[config.mk]
export PLATFORM = sky130hd
export DESIGN_NAME = call_frame_stack
export DESIGN_NICKNAME = d
export VERILOG_FILES = /design/src/rtl/call_frame_stack.sv
export SDC_FILE = /design/constraint.sdc
export NUM_CORES = 1
export LEC_CHECK = 0
export ABC_AREA = 1
export BUFFER_PORTS_ARGS = -buffer_cell sky130_fd_sc_hd__buf_2
export CAP_MARGIN = 10
export CORE_MARGIN = 2
export CORE_UTILIZATION = 57
export CTS_BUF_LIST = sky130_fd_sc_hd__clkbuf_8
export CTS_CLUSTER_DIAMETER = 100
export DETAILED_ROUTE_END_ITERATION = 12
export GPL_TIMING_DRIVEN = 0
export HOLD_SLACK_MARGIN = 0.02
export PLACE_DENSITY_LB_ADDON = 0.15
export REMOVE_ABC_BUFFERS = 1
export SETUP_SLACK_MARGIN = 0.05
export SLEW_MARGIN = 20
export SYNTH_ARGS = -nofsm -noshare
export SYNTH_HDL_FRONTEND = slang
export SYNTH_SLANG_ARGS = --single-unit
[constraint.sdc]
create_clock -name clk -period 3.9 [get_ports clk]
set_input_delay 0.585 -clock clk [delete_from_list [all_inputs] [get_ports clk]]
set_output_delay 0.585 -clock clk [all_outputs]
set_load 0.005 [all_outputs]
[src/rtl/call_frame_stack.sv]
// Call-frame stack: the top frame is held in registers, lower frames sit in a synchronous-read RAM.
// Optional high-water mark on max_depth is enabled by defining CALL_FRAME_STACK_WATERMARK_EN.
module call_frame_stack #(
  parameter int ADDR_WIDTH = 12,
  parameter int DEPTH_LOG2 = 4
) (
  input  logic                  clk,
  input  logic                  reset,
  input  logic                  push,
  input  logic                  pop,
  input  logic [ADDR_WIDTH-1:0] push_ret_addr,
  input  logic [ADDR_WIDTH-1:0] push_tos,
  input  logic [ADDR_WIDTH-1:0] push_base,
  input  logic                  err_clr,
  output logic                  ready,
  output logic                  top_valid,
  output logic [ADDR_WIDTH-1:0] top_ret_addr,
  output logic [ADDR_WIDTH-1:0] top_tos,
  output logic [ADDR_WIDTH-1:0] top_base,
  output logic [DEPTH_LOG2:0]   count,
  output logic                  full,
  output logic                  empty,
  output logic                  overflow,
  output logic                  underflow,
  output logic [DEPTH_LOG2:0]   max_depth
);

  localparam int DEPTH = 2 ** DEPTH_LOG2;
  localparam int CW    = DEPTH_LOG2 + 1;
  localparam int FW    = 3 * ADDR_WIDTH;
  localparam logic [CW-1:0] DEPTH_CNT = CW'(DEPTH);
  localparam logic [CW-1:0] CNT_ONE   = CW'(1);

  typedef enum logic {IDLE, REFILL} state_t;

  state_t state, state_next;

  logic [FW-1:0]         mem [DEPTH];
  logic [FW-1:0]         rd_data;
  logic [CW-1:0]         count_q, count_next;
  logic [ADDR_WIDTH-1:0] ret_q, tos_q, base_q;
  logic                  ovf_q, unf_q;
  logic                  is_idle, is_full, is_empty;
  logic                  do_push, do_pop, do_tail, push_rej, pop_rej;
  logic                  spill, refill_start;
  logic [DEPTH_LOG2-1:0] wr_idx, rd_idx;

  assign is_idle  = (state == IDLE);
  assign is_full  = (count_q == DEPTH_CNT);
  assign is_empty = (count_q == '0);

  assign do_push  = is_idle & push & ~pop & ~is_full;
  assign push_rej = is_idle & push & ~pop & is_full;
  assign do_pop   = is_idle & pop & ~push & ~is_empty;
  assign pop_rej  = is_idle & pop & ~push & is_empty;
  assign do_tail  = is_idle & push & pop;

  assign spill        = do_push & ~is_empty;
  assign refill_start = do_pop & (count_q > CNT_ONE);

  assign wr_idx = DEPTH_LOG2'(count_q - CNT_ONE);
  assign rd_idx = DEPTH_LOG2'(count_q - CW'(2));

  always_comb begin
    count_next = count_q;
    if (do_push || (do_tail && is_empty))
      count_next = count_q + CNT_ONE;
    else if (do_pop)
      count_next = count_q - CNT_ONE;
  end

  always_ff @(posedge clk) begin
    if (reset) state <= IDLE;
    else       state <= state_next;
  end

  always_comb begin
    state_next = state;
    case (state)
      IDLE:    if (refill_start) state_next = REFILL;
      REFILL:  state_next = IDLE;
      default: state_next = IDLE;
    endcase
  end

  always_comb begin
    ready = (state == IDLE);
  end

  // RAM has no reset; the write is gated so a reset cycle cannot spill a frame.
  always_ff @(posedge clk) begin
    if (!reset && spill)
      mem[wr_idx] <= {ret_q, tos_q, base_q};
    if (refill_start)
      rd_data <= mem[rd_idx];
  end

  always_ff @(posedge clk) begin
    if (reset) begin
      count_q <= '0;
      ret_q   <= '0;
      tos_q   <= '0;
      base_q  <= '0;
      ovf_q   <= 1'b0;
      unf_q   <= 1'b0;
    end else begin
      count_q <= count_next;
      if (do_push || do_tail) begin
        ret_q  <= push_ret_addr;
        tos_q  <= push_tos;
        base_q <= push_base;
      end else if (state == REFILL) begin
        {ret_q, tos_q, base_q} <= rd_data;
      end
      // A new error event takes priority over a simultaneous clear.
      if (push_rej)     ovf_q <= 1'b1;
      else if (err_clr) ovf_q <= 1'b0;
      if (pop_rej)      unf_q <= 1'b1;
      else if (err_clr) unf_q <= 1'b0;
    end
  end

`ifdef CALL_FRAME_STACK_WATERMARK_EN
  logic [CW-1:0] max_q;

  always_ff @(posedge clk) begin
    if (reset)                  max_q <= '0;
    else if (count_next > max_q) max_q <= count_next;
  end

  assign max_depth = max_q;
`else
  assign max_depth = '0;
`endif

  assign top_valid    = ~is_empty;
  assign top_ret_addr = ret_q;
  assign top_tos      = tos_q;
  assign top_base     = base_q;
  assign count        = count_q;
  assign full         = is_full;
  assign empty        = is_empty;
  assign overflow     = ovf_q;
  assign underflow    = unf_q;

endmodule

-- Word level (Yosys, flattened, before mapping)
Memory sizes are Yosys's and may differ from the RTL's. A register that Yosys moved wholly into a read port is not among the register bits.
Index checks and enable logic that the tools add are counted.
- add/subtract/negate cells: 3
- order comparisons: 1
- equality and inequality tests: 1
- mux-type cells: 15
- bitwise gates (word level): 16
- reductions and logical operators: 10
- operators with widths (operator ; count):
    12-bit 2-to-1 mux ; 6
    1-bit bitwise AND ; 11
    5-bit 2-to-1 mux ; 2
    2-bit nonzero test ; 4
    1-bit 2-to-1 mux ; 6
    5-bit by 1-bit adder with 5-bit output (second input constant) ; 1
    5-bit == test (second input constant) ; 1
    5-bit by 1-bit > comparator with 1-bit output (second input constant) ; 1
    5-bit zero test ; 1
    1-bit NOT ; 5
    5-bit by 1-bit subtractor with 5-bit output (second input constant) ; 1
    4-bit by 2-bit subtractor with 4-bit output (second input constant) ; 1
    1-bit logical AND ; 2
    1-bit logical OR ; 2
    1-bit case mux with 2 select lines ; 1
    1-bit zero test ; 1
- bits in registers: 44
- memory bits (writable): 576
- bits of input ports: 41
- output and inout port bits: 52
- word-level logic and storage cells: 54
- memories: 1
- memory list (name ; words ; width ; read ports ; clocked after memory_dff ; write ports ; RTL line ; RTL):
    mem ; 16 ; 36 ; 1 ; 1 ; 1 ; 38 ; logic [FW-1:0] mem [DEPTH];

-- Depth between registers and ports, before layout
Gate-level depths: netlist (run 1).
- depth in word-level cells: 8
- mapped depth: 14
- mapped depth without buffers: 10

-- Least setup slack after synthesis (run 1)
OpenSTA, ideal clock, no wires.
- path type: register to register
- start: register count_q[0], in the netlist count[0]
- end: memory mem[0][0] (netlist name), enable pin
- library setup time: 0.429 ns
- arrival time: 3.622 ns
- required time: 3.471 ns
- setup slack: -0.151 ns
- stages on the path, launching flop included: 13
- path buffers: 5
- clock period less this slack: 4.051 ns
- cell sequence: dfxtp_1 -> buf_2 -> inv_2 -> buf_2 -> buf_4 -> buf_2 -> ha_1 -> nand3_1 -> nand2_2 -> buf_4 -> nor3_2 -> nand2_1 -> nor2_1
- longest elaborated chain between the ends: 7
- elaborated cells between the ends (all ways): 10
- those cells by class: 1 x add/sub; 1 x eq/ne; 2 x mux; 4 x bitwise; 2 x reduce/logical
- ends and longest elaborated chain (what ; RTL line ; RTL):
    from (decl) ; 40 ; logic [CW-1:0] count_q, count_next;
    from (signal assigned) ; 107 ; count_q <= count_next;
    5-bit == test ; 49 ; assign is_full = (count_q == DEPTH_CNT);
    1-bit NOT ; 52 ; assign do_push = is_idle & push & ~pop & ~is_full;
    1-bit bitwise AND ; 52 ;
    1-bit bitwise AND ; 58 ; assign spill = do_push & ~is_empty;
    1-bit logical AND ; 92 ; if (!reset && spill)
    1-bit 2-to-1 mux ; 92 ;
    1-bit 2-to-1 mux (implied by the code) ; 93 ; mem[wr_idx] <= {ret_q, tos_q, base_q};
    to (decl) ; 38 ;
Parallel ways exist; a longest one is shown, timed or not.

-- Final worst setup path (run 1)
- start: register count_q[0], in the netlist count[0]
- end: memory mem[3][2] (netlist name), enable pin
The elaborated chain is that of the path after synthesis.

==> results.cfg, run 1 <==
[clock_network]
cts-buffers-inserted = 101
clock-root-buffer = clkbuf_8
cts_buffer_depth = 3
cts-hold-fix-buffers = 0
clk_latency_ns = 0.68
cts_sinks = 656
h-tree-depth = 3
clk_transition_reported_paths_ns = 0.06
cts_tree = built

[grt]
grt_pass1_vias = 16959
grtUsageTotal_pct = 28.7
grt_max_degree = 106
antenna_found_initial = 0
grt_pass1_wl_mm = 101
grt-ovfl-total = 0

[synthesis]
synth_area_leaders = edfxtp_1 (70%), nor2_1 (6.6%), o21ai_0 (5.5%)
ys_seq_elements = 656
synthesis.area_sq_um = 26200
yosysTopAreaCellShare_pct = 70.1
synth_largest_area_cell = edfxtp_1
yosysSeqAreaShare_pct = 73.4
yosys_warnings = 0
synth_area_per_cell_sq_um = 12.2
syn_inst = 2144
synth_cell_types = 31

[worst_setup_path]
cp_max_fo = 87
required_ns = 4.24
path_class = reg -> reg
worstPathArrival_ns = 4.17
reg2reg_depth = 10
critPathLaunch = count[0]$_SDFFE_PP0P_
r2r-end = mem[3][2]$_DFFE_PP_
timing.rr.start = count[0]$_SDFFE_PP0P_
reg2reg_slack_ns = 0.07
endpoint = mem[3][2]$_DFFE_PP_
start_kind = flip-flop
critPathCaptureType = flip-flop

[sta]
min_period_ns = 3.83
fin_crit_sh_pct = 98.1
maxClockFrequency_ghz = 0.261
rsz0062_at_grt = true
setup_violations = 0
layout_setup_ws_ns = 0.0722
slew_headroom_pct = 32.1
worst_slew_pin_slew_ns = 1.02
slew_violations = 0
finalHoldViolations = 0
fin_setup_tns_ns = 0
skew_ns = 0.0498

[floorplanning]
io_pins = 93
start_util_pct = 57.8
core_sq_um = 45400
num_rows = 78
dieArea_sq_um = 47700
die_y_um = 219
die_w_um = 219

[drt]
initialDrtViolationCount = 2246
routed_wirelength_mm = 67.7
drtAntennaViolNets = 0
wl_per_cell_um = 22.9
via_per_inst = 6.02
vias = 17782
drc = 0
drt_pass1_iterations = 5

[placed_design]
dp_hpwl_mm = 34.7
port_buffers = 87
gp_congestion = 0.760
pre_cts_slack_ns = -0.662

[outcome]
outcome = completed

[finish]
layout_common_cells = edfxtp_1 (612), nor2_1 (443), o21ai_0 (289), nand2_1 (214), o211ai_1 (144)
layout_commonest_cell = edfxtp_1
layout.nets = 2324
drive_gt1_share_pct = 14.2
area_growth_pct = 16.4
n_antenna_cell = 0

[flow_run]
max_cap_violations = 0

[power]
peakVddDrop_mv = 0.494
power_density_nw_per_um2 = 647
leakagePower_nw = 10.7
p_total_mw = 19.7

[hold_path]
hp-class = in -> reg
-- power breakdown --
group | internal [mW] | switching [mW] | total (mW)
clock network | 2.88 | 2.55 | 5.43
logic | 1.87 | 3.64 | 5.51
registers | 8.37 | 0.429 | 8.80
-- synthesized netlist by cell type, drive strengths merged --
master and instances:
a22oi 1, o21a 1, nand3 114, edfxtp 612, xnor2 1, nor2 462
nor3 4, xor2 4, a21oi 39, conb 1, o211ai 144, clkbuf 75
or2 1, o21ai 289, ha 9, clkinv 1, dfxtp 44, nand4 1
nand2 218, inv 53, buf 70
-- critical path: stages, from the launching register on --
cell     delay [ns]
dfxtp_4        0.59
buf_16         0.29
inv_8          0.24
ha_1           0.35
nand3_1        0.23
nand2_8        0.31
nor3_4         0.36
nand2_1        0.33
nor2_4         0.26
buf_16         0.19
buf_12         0.20
-- flip-flops by register name (all words and copies together) (netlist names) --
register      count
mem             576
top_tos          12
underflow         1
rd_data          36
state             1
overflow          1
top_ret_addr     12
count             5
top_base         12
-- area by class of cell --
cell class / instances / area (sq um)
well taps: 600 / 751
multi-input cells: 1294 / 6310
clock inverters: 62 / 268
repair buffers: 167 / 2020
flip-flops and latches: 656 / 19300
fillers: 3244 / 14900
clock buffers: 122 / 1680
inverters: 54 / 220
-- per-layer routing --
layer	up-vias	global-route usage (%)	wire length, um
li1	7961	-	-
met1	8690	40.2	27200
met2	972	44.7	31700
met3	159	5.40	6710
met4	0	11.5	2160
met5	-	0	0
-- kinds of logic after synthesis --
group | count (synthesis) | share of synthesized area (%)
AO/OA/AOI/OAI | 474 | 10.4
XOR/XNOR | 5 | 0.239
adder cells (fa/ha/maj) | 9 | 0.429
buffers and inverters | 199 | 3.23
flip-flops | 656 | 73.4
other | 1 | 0.0143
AND/OR/NAND/NOR | 800 | 12.2
-- through the flow --
| stage | instances | area, sq um | hold WS (ns) | util, % |
|---|---|---|---|---|
| 3_3_place_gp | 2690 | 26800 | 0.450 | 59.0 |
| 2_1_floorplan | 2003 | 25600 | 0.454 | - |
| 3_5_place_dp | 2740 | 28200 | 0.468 | 62.2 |
| 5_1_grt | 2955 | 30500 | 0.196 | 67.3 |
| 4_1_cts | 2955 | 30500 | 0.155 | 67.2 |
| 6_report | 2955 | 30500 | 0.188 | 67.3 |
-- how the worst min path moves through the flow --
stage	endpoint	cells after the start	start	slack [ns]
after floorplan	underflow$_SDFFE_PP0P_	2	underflow$_SDFFE_PP0P_	0.45
after global placement	underflow$_SDFFE_PP0P_	2	underflow$_SDFFE_PP0P_	0.45
after detailed placement	underflow$_SDFFE_PP0P_	2	underflow$_SDFFE_PP0P_	0.47
after CTS	underflow$_SDFFE_PP0P_	4	err_clr	0.15
after global routing	underflow$_SDFFE_PP0P_	4	err_clr	0.20
final	underflow$_SDFFE_PP0P_	4	err_clr	0.19
-- what timing repair did --
| action | CTS | global route |
|---|---|---|
| resized for setup | 1 | 3 |
| pin swaps | 18 | 0 |
| endpoints found under the setup margin | 612 | 240 |
| gates cloned | 1 | 0 |
| setup buffers | 30 | 0 |
Power figures use the tool's default switching activity.
==> run 2, diff against run 1 <==
Settings changed: SLEW_MARGIN 20 to 0, TNS_END_PERCENT set to 5.
Clock period 3.9 ns to 3.2 ns, I/O delays scaled along.
==> run 2 against run 1 <==
Against the previous run:
- sequential share of layout area down 0.22 points
- worst hold slack got worse by 0.12 ns
- non-clock buffer count grew 2
- final cell count increased by 0.30%
- register-to-register slack about the same
- die area is the same
- clock-buffer cell count fell by 1
- core utilization rose by 0.23 points
- critical endpoint is now mem[8][26]$_DFFE_PP_
- largest cell class unchanged
==> results.cfg, run 2 (synthesized netlist as in run 1, its figures left out) <==
[outcome]
outcome = completed

[drt]
wl_per_cell_um = 24.1
via_per_inst = 6.05
vias = 17936
drtAntennaViolNets = 0
drt_pass1_iterations = 5
drc = 0
routed_wirelength_mm = 71.5
initialDrtViolationCount = 2272

[finish]
top_regs = mem x576, rd_data x36
n_antenna_cell = 0
layout_commonest_cell = edfxtp_1
drive_gt1_share_pct = 14.5
area_growth_pct = 16.7
largest_reg_flops = 576
fill_cells = 3187
seqCellArea_sq_um = 19300
top_register = mem
layout_common_cells = edfxtp_1 (612), nor2_1 (443), o21ai_0 (289), nand2_1 (212), o211ai_1 (144)
multi_input_area_sq_um = 6380
stdcell_count = 2964
fin_area_sq_um = 30600
layout.nets = 2329

[floorplanning]
dieArea_sq_um = 47700
num_rows = 78
die_w_um = 219
core_sq_um = 45400
die_y_um = 219
start_util_pct = 57.8
io_pins = 93

[placed_design]
gp_congestion = 0.760
port_buffers = 87
placed_area_sq_um = 28000
dp_hpwl_mm = 34.5
place_inst = 2733
pre_cts_slack_ns = -1.23

[sta]
worst_slew_pin_slew_ns = 1.06
layout_setup_ws_ns = 0.0636
skew_ns = 0.0362
worst_hold_slack_ns = 0.0721
slew_headroom_pct = 29.4
min_period_ns = 3.14
maxClockFrequency_ghz = 0.319
fin_setup_tns_ns = 0
fin_crit_sh_pct = 98.0
setup_violations = 0
rsz0062_at_grt = true
slew_violations = 0
finalHoldViolations = 0

[clock_network]
cts_tree = built
cts_sinks = 656
clk_transition_reported_paths_ns = 0.06
h-tree-depth = 3
clk_latency_ns = 0.69
clock-root-buffer = clkbuf_8
cts-buffers-inserted = 100
cts_buffer_depth = 3
cts-hold-fix-buffers = 0

[power]
leakagePower_nw = 10.8
peakVddDrop_mv = 0.661
power_density_nw_per_um2 = 794

[grt]
top_usage_layer = met2
met3_usage_pct = 4.90
grt_pass1_wl_mm = 105
grt-ovfl-total = 0
grtUsageTotal_pct = 30.1
antenna_found_initial = 0
gr-usage-met1_pct = 42.0
grt_pass1_vias = 16975
met2_usage_pct = 46.8
grt_max_degree = 148

[worst_setup_path]
path_class = reg -> reg
required_ns = 3.56
start_kind = flip-flop
cp_max_fo = 73
critPathCaptureType = flip-flop
worstPathArrival_ns = 3.50

[hold_path]
hp-class = in -> reg

[flow_run]
max_cap_violations = 0
## run 2: cell types whose count changed in the layout (fill, tap and decap cells not counted), sizes merged
cell,before,now
nor2,463,466
bufbuf,0,2
buf,167,166
inv,97,102
## run 2: critical path: stages, from the launching register on
cell and delay [ns]:
dfxtp_4 0.37, buf_16 0.22, inv_16 0.14, ha_4 0.26
nand3_2 0.13, nand2_8 0.17, buf_16 0.25, nor3_4 0.23
buf_4 0.18, nand2_2 0.15, nor2_4 0.18, buf_12 0.21
buf_16 0.20
## run 2: power breakdown
part | internal (mW) | switching (mW)
Sequential | 10.2 | 0.478
Combinational | 2.33 | 4.67
Clock | 3.48 | 3.15
## run 2: metal layers
metal | share of wire (%) | vias to the layer above
met5 | 0 | -
met4 | 4.2 | 0
met3 | 10 | 178
met2 | 47 | 997
met1 | 39 | 8776
li1 | - | 7985
## run 2: area by class of cell
type                    count  share of cell area, %
multi-input cells        1297                   20.8
clock inverters            66                  0.915
clock buffers             121                   5.44
repair buffers            169                   6.67
inverters                  54                  0.731
well taps                 600                   2.45
flip-flops and latches    656                   62.9
repair inverters            1                 0.0286
## run 2: what timing repair did
action                                  in CTS  in global routing
resized for setup                           15                  5
endpoints found under the setup margin     691                228
gates cloned                                 7                  1
pin swaps                                   21                  0
buffers inserted                            36                  0
## run 2: path summary, 6_finish.rpt
kind	from	end	slack [ns]	cells past startpoint
worst min-delay path	err_clr	underflow$_SDFFE_PP0P_	0.07	4
worst min register to register	underflow$_SDFFE_PP0P_	underflow$_SDFFE_PP0P_	0.48	2
worst max-delay path	count[0]$_SDFFE_PP0P_	mem[8][26]$_DFFE_PP_	0.06	12
worst max register to register	count[0]$_SDFFE_PP0P_	mem[8][26]$_DFFE_PP_	0.06	12
## run 2: stage by stage
step / power, mW / util (%)
floorplan: 14.8 / -
global placement: 15.2 / 59.0
detailed placement: 17.3 / 61.7
CTS: 24.2 / 67.4
global route: 25.4 / 67.5
finish: 24.3 / 67.5
